==> config.mk <==
export PLATFORM = sky130hd
export DESIGN_NAME = tone_gen_multi
export DESIGN_NICKNAME = d
export VERILOG_FILES = /design/src/rtl/tone_gen_pkg.sv /design/src/rtl/tone_gen_chan.sv /design/src/rtl/tone_gen_multi.sv
export SDC_FILE = /design/constraint.sdc
export NUM_CORES = 1
export LEC_CHECK = 0
export ABC_AREA = 1
export BUFFER_PORTS_ARGS = -buffer_cell sky130_fd_sc_hd__buf_2
export CORE_MARGIN = 3
export CORE_UTILIZATION = 57
export CTS_CLUSTER_DIAMETER = 100
export DETAILED_ROUTE_END_ITERATION = 10
export PLACE_DENSITY = 0.78
export SYNTH_ARGS = -nofsm -noshare
export SYNTH_HDL_FRONTEND = slang
export SYNTH_HIERARCHICAL = 1
export SYNTH_SLANG_ARGS = --single-unit
==> constraint.sdc <==
create_clock -name clk -period 1.8 [get_ports clk]
set_input_delay 0.18 -clock clk [delete_from_list [all_inputs] [get_ports clk]]
set_output_delay 0.18 -clock clk [all_outputs]
set_load 0.02 [all_outputs]
==> src/rtl/tone_gen_pkg.sv <==
`default_nettype none
// ============================================================================
//  Module      : tone_gen_pkg
//  Description : Shared constants, channel configuration record and helpers
//                for the multi-channel tone generator.
//  Revision    : 1.0 - initial release
// ============================================================================
package tone_gen_pkg;

    localparam int c_def_num_ch = 2;
    localparam int c_def_cnt_w  = 32;
    localparam int c_def_dur_w  = 16;
    localparam int c_ch_idx_w   = 3;

    // One channel's note configuration at the default counter widths.
    typedef struct packed {
        logic [c_def_cnt_w-1:0] period;
        logic [c_def_cnt_w-1:0] duty;
        logic [c_def_dur_w-1:0] dur;
    } tone_cfg_t;

    // True when the configuration channel index addresses channel idx.
    function automatic logic ch_match(input logic [c_ch_idx_w-1:0] ch,
                                      input int unsigned           idx);
        return ({{(32-c_ch_idx_w){1'b0}}, ch} == idx);
    endfunction

endpackage
`default_nettype wire

==> src/rtl/tone_gen_chan.sv <==
`default_nettype none
// ============================================================================
//  Module      : tone_gen_chan
//  Description : One square-wave tone channel: wrap counter, duty compare,
//                one-deep pending configuration slot applied at a wrap.
//                TONE_GEN_DURATION_EN enables the note-duration counter and
//                the done pulse; without it notes play until rewritten.
//  Revision    : 1.0 - initial release
// ============================================================================
module tone_gen_chan
    import tone_gen_pkg::*;
#(
    parameter int CNT_W = c_def_cnt_w,
    parameter int DUR_W = c_def_dur_w
) (
    input  logic             clk,
    input  logic             rst_n,
    input  logic             wr_en,
    input  logic [CNT_W-1:0] wr_period,
    input  logic [CNT_W-1:0] wr_duty,
    input  logic [DUR_W-1:0] wr_dur,
    output logic             pend_busy,
    output logic             ch_out,
    output logic             ch_active,
    output logic             done_pulse
);

    logic [CNT_W-1:0] r_count;
    logic [CNT_W-1:0] r_period;
    logic [CNT_W-1:0] r_duty;
    logic [CNT_W-1:0] r_pend_period;
    logic [CNT_W-1:0] r_pend_duty;
    logic             r_active;
    logic             r_pend_valid;
    logic             r_out;

    logic             w_wrap;
    logic             w_load;
    logic             w_store;
    logic             w_expire;
    logic [CNT_W-1:0] w_src_period;
    logic [CNT_W-1:0] w_src_duty;

    // A wrap is the last cycle of a wave; new settings only land here or on
    // an idle channel so the output never shows a truncated wave.
    assign w_wrap       = r_active && (r_count == r_period);
    assign w_load       = (!r_active && wr_en) || (w_wrap && (r_pend_valid || wr_en));
    assign w_store      = wr_en && r_active && !w_wrap;
    assign w_src_period = r_pend_valid ? r_pend_period : wr_period;
    assign w_src_duty   = r_pend_valid ? r_pend_duty   : wr_duty;

`ifdef TONE_GEN_DURATION_EN
    logic [DUR_W-1:0] r_dur_rem;
    logic [DUR_W-1:0] r_pend_dur;
    logic             r_done;
    logic [DUR_W-1:0] w_src_dur;

    assign w_src_dur = r_pend_valid ? r_pend_dur : wr_dur;
    // Expiry only when no replacement note is waiting to take over.
    assign w_expire  = w_wrap && (r_dur_rem == DUR_W'(1)) && !w_load;

    // Remaining-duration counter, pending duration and done pulse register.
    always_ff @(posedge clk or negedge rst_n) begin
        if (!rst_n) begin
            r_dur_rem  <= '0;
            r_pend_dur <= '0;
            r_done     <= 1'b0;
        end else begin
            if (w_load) begin
                r_dur_rem <= w_src_dur;
            end else if (w_wrap && (r_dur_rem != '0)) begin
                r_dur_rem <= r_dur_rem - 1'b1;
            end
            if (w_store) begin
                r_pend_dur <= wr_dur;
            end
            r_done <= w_expire;
        end
    end

    assign done_pulse = r_done;
`else
    logic w_unused_dur;

    assign w_unused_dur = ^wr_dur;
    assign w_expire     = 1'b0;
    assign done_pulse   = 1'b0;
`endif

    // Wave counter, active configuration, pending slot and registered output.
    always_ff @(posedge clk or negedge rst_n) begin
        if (!rst_n) begin
            r_count       <= '0;
            r_period      <= '0;
            r_duty        <= '0;
            r_pend_period <= '0;
            r_pend_duty   <= '0;
            r_active      <= 1'b0;
            r_pend_valid  <= 1'b0;
            r_out         <= 1'b0;
        end else begin
            if (w_load) begin
                r_period     <= w_src_period;
                r_duty       <= w_src_duty;
                r_count      <= '0;
                r_active     <= (w_src_period != '0);
                r_pend_valid <= 1'b0;
            end else begin
                if (w_store) begin
                    r_pend_valid  <= 1'b1;
                    r_pend_period <= wr_period;
                    r_pend_duty   <= wr_duty;
                end
                if (w_wrap) begin
                    r_count <= '0;
                    if (w_expire) begin
                        r_active <= 1'b0;
                    end
                end else if (r_active) begin
                    r_count <= r_count + 1'b1;
                end
            end
            r_out <= r_active && (r_count > r_duty);
        end
    end

    assign pend_busy = r_pend_valid;
    assign ch_out    = r_out;
    assign ch_active = r_active;

endmodule
`default_nettype wire

==> src/rtl/tone_gen_multi.sv <==
`default_nettype none
// ============================================================================
//  Module      : tone_gen_multi
//  Description : NUM_CH independent square-wave tone channels with a
//                valid/ready configuration port and an OR mixer.
//                TONE_GEN_DURATION_EN enables per-note duration and
//                done_pulse; undefined, notes play until rewritten.
//  Revision    : 1.0 - initial release
// ============================================================================
module tone_gen_multi
    import tone_gen_pkg::*;
#(
    parameter int NUM_CH = c_def_num_ch,
    parameter int CNT_W  = c_def_cnt_w,
    parameter int DUR_W  = c_def_dur_w
) (
    input  logic              clk,
    input  logic              rst_n,
    input  logic              cfg_valid,
    output logic              cfg_ready,
    input  logic [2:0]        cfg_ch,
    input  logic [CNT_W-1:0]  cfg_period,
    input  logic [CNT_W-1:0]  cfg_duty,
    input  logic [DUR_W-1:0]  cfg_dur,
    output logic [NUM_CH-1:0] ch_out,
    output logic              mix_out,
    output logic [NUM_CH-1:0] ch_active,
    output logic [NUM_CH-1:0] done_pulse
);

    logic [NUM_CH-1:0] w_pend_busy;
    logic [NUM_CH-1:0] w_wr_en;

    // Ready drops only when the addressed channel already holds a pending
    // write; out-of-range indices are always accepted and go nowhere.
    always_comb begin
        cfg_ready = 1'b1;
        for (int unsigned i = 0; i < NUM_CH; i++) begin
            if (ch_match(cfg_ch, i)) begin
                cfg_ready = !w_pend_busy[i];
            end
        end
    end

    generate
        for (genvar gi = 0; gi < NUM_CH; gi++) begin : g_chan
            assign w_wr_en[gi] = cfg_valid && cfg_ready && ch_match(cfg_ch, gi);

            tone_gen_chan #(
                .CNT_W (CNT_W),
                .DUR_W (DUR_W)
            ) u_chan (
                .clk        (clk),
                .rst_n      (rst_n),
                .wr_en      (w_wr_en[gi]),
                .wr_period  (cfg_period),
                .wr_duty    (cfg_duty),
                .wr_dur     (cfg_dur),
                .pend_busy  (w_pend_busy[gi]),
                .ch_out     (ch_out[gi]),
                .ch_active  (ch_active[gi]),
                .done_pulse (done_pulse[gi])
            );
        end
    endgenerate

    assign mix_out = |ch_out;

endmodule
`default_nettype wire

# Yosys cells after proc, flatten, opt, wreduce, memory -nomap -nowiden
# Cells that the tools add are included.
# classes
n_reduce_logical,35
add_sub_neg,2
order_cmp,2
n_mux,16
bitwise_logic,2
n_eq_ne,3
# ops
operator,count
$mux W32,10
$add A32 B1 Y32 const B,2
$eq A32 B32 Y1,2
$gt A32 B32 Y1,2
$reduce_bool A32 Y1,2
$logic_and A1 B1 Y1,15
$logic_not A1 Y1,6
$mux W1,6
$reduce_bool A3 Y1,2
$logic_or A1 B1 Y1,4
$reduce_and A2 Y1,2
$reduce_bool A2 Y1,2
$eq A3 B1 Y1 const B,1
$logic_not A3 Y1,1
$not A1 Y1,2
$reduce_or A2 Y1,1
# totals
regBits,326
output_inout_bits,8
wordCells,76
input_bits,86

# Longest topological paths before layout
# depth
depth_word,10
mapped_depth,15
ltp_nobuf,13

# Modules after synthesis
# The synthesis kept the hierarchy.
# modules_own_cells
module,n_inst,area_per_inst_um2,cells_each,seq_area_each_um2
tone_gen_chan,2,9824.4,1429,4078.9
tone_gen_multi,1,76.3,15,0.0

# Worst setup path before layout
# No wires, ideal clock.
# synth_path
path_type,register -> register
from,register g_chan[0].u_chan.r_count[1]
to,register g_chan[0].u_chan.r_count[18]
required_ns,1.684
arrival_ns,1.628
stages_incl_launch_ff,11
synth_period_minus_slack_ns,1.744
setup_time_ns,0.116
n_path_buf,0
path_slack_ns,0.056
path_cell_list,dfrtp_1 -> ha_1 -> nand3_1 -> nor3_4 -> nand2_1 -> nor2_1 -> nand2_1 -> o21ai_0 -> nor2_1 -> nand2_1 -> nand2_1
# synth_via
elab_chain_cells,5
elab_cells_between_ends,9
cone_classes,add/sub (1); eq/ne (1); mux (3); reduce/logical (4)
# synth_lines
item,line_no,source
from (decl),tone_gen_chan.sv:28,logic [CNT_W-1:0] r_count;
from (signal assigned),tone_gen_chan.sv:120,r_count <= r_count + 1'b1;
branches (longest 5 deep; another with $add A32 B1 Y32),-,
# Several ways; the timed one is not identified. The select of a mux whose other input is x is not followed.
# A chain may end at the register's enable or synchronous reset.

# Worst setup path after layout
# layout_path
from,register g_chan[0].u_chan.r_count[0]
to,register g_chan[0].u_chan.r_count[1]
# Same word-level chain as after synthesis.

==> reports/metrics.cfg <==
[global_routing]
grt_pass1_wl_um=104000
antenna_found_initial=1
grt_pass1_vias=19700
grt.total_usage_pct=35.7
grt_overflow=0
grt_max_degree=66

[worst_setup_path]
start_kind=flop
max_stage_delay_ps=440
worstPathArrival_ps=2570
startpoint=g_chan[0].u_chan/r_count[0]
cpMostUsedCell=nand2_1
r2r_slack_ps=-340
cpLargestDelayFamily=simple AND/OR/NAND/NOR gates
end_kind=flop
path_buf_inv=2
cp_max_fo=7
path_cells=inv_2 > nand2_1 > nand2_1 > nor2_1 > nand3_2 > nor2_4 > nand3_4 > nand2_8 > nand2_8 > clkbuf_16 > nand2_1 > nand2_1
timing.rr.end=g_chan[0].u_chan/r_count[1]
crit_required_ps=2220
cp_slowest_cell=dfrtp_1
path_class=flop to flop
reg2regPathDepth=12
rr_startpoint=g_chan[0].u_chan/r_count[0]

[logic_synthesis]
synth_area_leaders=dfrtp_1 41%, nand2_1 26%, nand3_1 7.0%, ha_1 4.2%, inv_1 4.0%
synthCells=2873
synthMuxAreaShare_pct=0.304
ys_seq_area_share_pct=41.4
synth_compound_area_share_pct=2.46
synthTopCellsByCount=1352 x nand2_1, 326 x dfrtp_1, 277 x nand3_1
synth-xor-area-share_pct=2.84
synth.distinct_cells=34
synth_top_family_by_area=simple AND/OR/NAND/NOR gates
yosysMostFrequentCell=nand2_1
avgSynthCellArea_sq_um=6.87
synth_ff_type=dfrtp_1
synthSimpleGateAreaFrac_pct=41.2
synth_fa_ha_area_share_pct=4.19
synth_top_cell_by_area=dfrtp_1
synth_seq_cells=326
syn_nets=3025
synth_enable_flop_cells=0
netlist_area_sq_mm=0.0197
yosysTopAreaCellShare_pct=41.4
ys_warn_count=6
async_reset_ff_share_pct=100

[routing]
drtIter0Drc=3074
wl_um=80400
wl_met1_um=29300
wire_per_inst_um=21.4
drtPass1Iterations=6
num_vias=22500
wl_met3_um=10400
top_layer=met5
ant_nets=0
wl_met2_um=35300
vias_per_cell=5.98
route.detailed.drc=0

[clock_tree]
cts_root_buf=clkbuf_16
cts_tree=built
clk-insertion-delay-late_ps=570
htreeDepth=2
cts_buffers=39
cts.clk_slew.worst_paths_ps=60
clkSinkCount=326
cts_max_path_buffers=3

[min_path]
hold_class=primary input to flop
min-delay-start=cfg_valid
min_path_cells=6
hold_end=g_chan[0].u_chan/pend_busy

[timing]
worst_slew_pin_slew_ps=507
drv_slew=0
finalClockSkew_ps=33.6
setup_tns_ps=-70540
fmax_mhz=466
slew_headroom_pct=66.2
hold_violations=0
setup_viol=326
rsz0062_at_grt=yes
post-route-period-util_pct=119
setup_ws_ps=-344
period_needed_ps=2140

[pwr]
p_per_area_mw_per_mm2=783
irDropWorstVdd_mv=0.683
leakage_nw=14.5

[final_layout]
syn2layout_area_growth_pct=39.8
final_nets=3434
n_antenna_cell=0
layout.cells.non_filler=3759
drive_gt1_share_pct=28.4

[floorplanning]
die_w_um=192
start_util_pct=58.4
dieArea_sq_mm=0.0369
io_pins=94
coreArea_sq_mm=0.0338
rows=67
die_h_um=192

[placed_design]
place.gp.congestion=0.961
hpwl_um=43900
io_buffers=75
place_inst=3537

[outcome]
violations=negative setup slack
status=finished, violations left

[job]
max_cap_violations=0

==> power by group <==
group / leakage [nW] / total [W] / switching, W / internal [W]
Clock: 0.680 / 0.00841 / 0.00336 / 0.00505
Combinational: 10.1 / 0.00431 / 0.00251 / 0.00180
Sequential: 3.78 / 0.00886 / 0.000728 / 0.00813
Total: 14.5 / 0.0216 / 0.00661 / 0.0150
==> sequential cells by signal, summed over array words and instances, names as in the netlist <==
name                         cells
g_chan.u_chan/ch_out             2
g_chan.u_chan/r_duty            64
g_chan.u_chan/ch_active          2
g_chan.u_chan/pend_busy          2
g_chan.u_chan/r_pend_period     64
g_chan.u_chan/r_count           64
g_chan.u_chan/r_period          64
g_chan.u_chan/r_pend_duty       64
==> worst register-to-register path: stages (launching register included) <==
cell and delay, ps:
dfrtp_1 440, inv_2 80, nand2_1 120, nand2_1 80, nor2_1 150, nand3_2 150
nor2_4 170, nand3_4 130, nand2_8 170, nand2_8 150, clkbuf_16 230, nand2_1 80
nand2_1 70
==> metal layers <==
metal  up-vias  global-route usage (%)
li1       9806                       -
met1     10600                    49.5
met2      1646                    55.7
met3       451                    5.88
met4         2                    15.0
met5         -                       0
==> metrics by stage <==
step | setup slack, ps | hold WS, ps | util, % | cell area, sq um | power (W)
after detailed placement | -237 | 154 | 66.4 | 22400 | 0.0120
after global placement | -232 | 152 | 66.4 | 22400 | 0.0119
final | -344 | 157 | 81.6 | 27600 | 0.0216
after global routing | -388 | 180 | 81.6 | 27600 | 0.0224
after CTS | -76.3 | 121 | 73.8 | 24900 | 0.0205
after floorplan | 56.0 | -116 | - | 19700 | 0.0105
==> placed cells by master (no fill, tap or decap), types with 8 or more instances in the layout <==
master            n
nand2_1        1099
dfrtp_1         296
buf_4           272
nand3_1         255
inv_1           190
nand2_2         172
nor2_1          154
nand2_4          77
buf_2            74
clkbuf_16        70
dlygate4sd3_1    65
ha_1             64
xor2_1           48
a21oi_1          39
buf_12           36
nand3b_1         36
nor3_1           32
or2_2            31
dfrtp_2          30
nand4_1          26
nor2_2           26
inv_2            26
o21ai_0          21
nand3_2          17
o21ai_1          12
clkinv_2         10
clkbuf_8          9
nand2_8           9
xnor2_2           9
nor2_4            9
buf_8             8
==> how the worst max path moves through the flow <==
stage | end | slack, ps | depth (start not counted)
2_1_floorplan | g_chan[0].u_chan/r_count[18] | 60 | 10
3_3_place_gp | g_chan[0].u_chan/ch_active | -230 | 10
3_5_place_dp | g_chan[0].u_chan/ch_active | -240 | 10
4_1_cts | g_chan[1].u_chan/r_duty[11] | -80 | 14
5_1_grt | g_chan[0].u_chan/r_period[17] | -390 | 12
6_report | g_chan[0].u_chan/r_count[1] | -340 | 12
==> cells by family after synthesis <==
kind of cell | Yosys count
flip-flops | 326
other | 2
AND/OR/NAND/NOR | 1965
adder cells (fa/ha/maj) | 66
XOR/XNOR | 64
multiplexers | 6
AO/OA/AOI/OAI | 92
buffers and inverters | 352
==> repair_timing <==
action | CTS | global route
setup buffers | 8 | 30
endpoints found under the hold margin | 304 | 0
hold buffers | 65 | 0
pin swaps | 17 | 67
cloned | 6 | 44
gates resized for setup | 83 | 466
setup endpoints to repair | 324 | 326
==> final cells by class <==
type / instances / area, sq um
Inverter: 218 / 823
Fill cell: 1955 / 6210
Timing Repair Buffer: 499 / 4930
Clock buffer: 54 / 1140
Clock inverter: 16 / 220
Tap cell: 448 / 561
Sequential cell: 326 / 8200
Multi-Input combinational cell: 2198 / 11700
No activity file was read; power rests on OpenSTA's default activity.
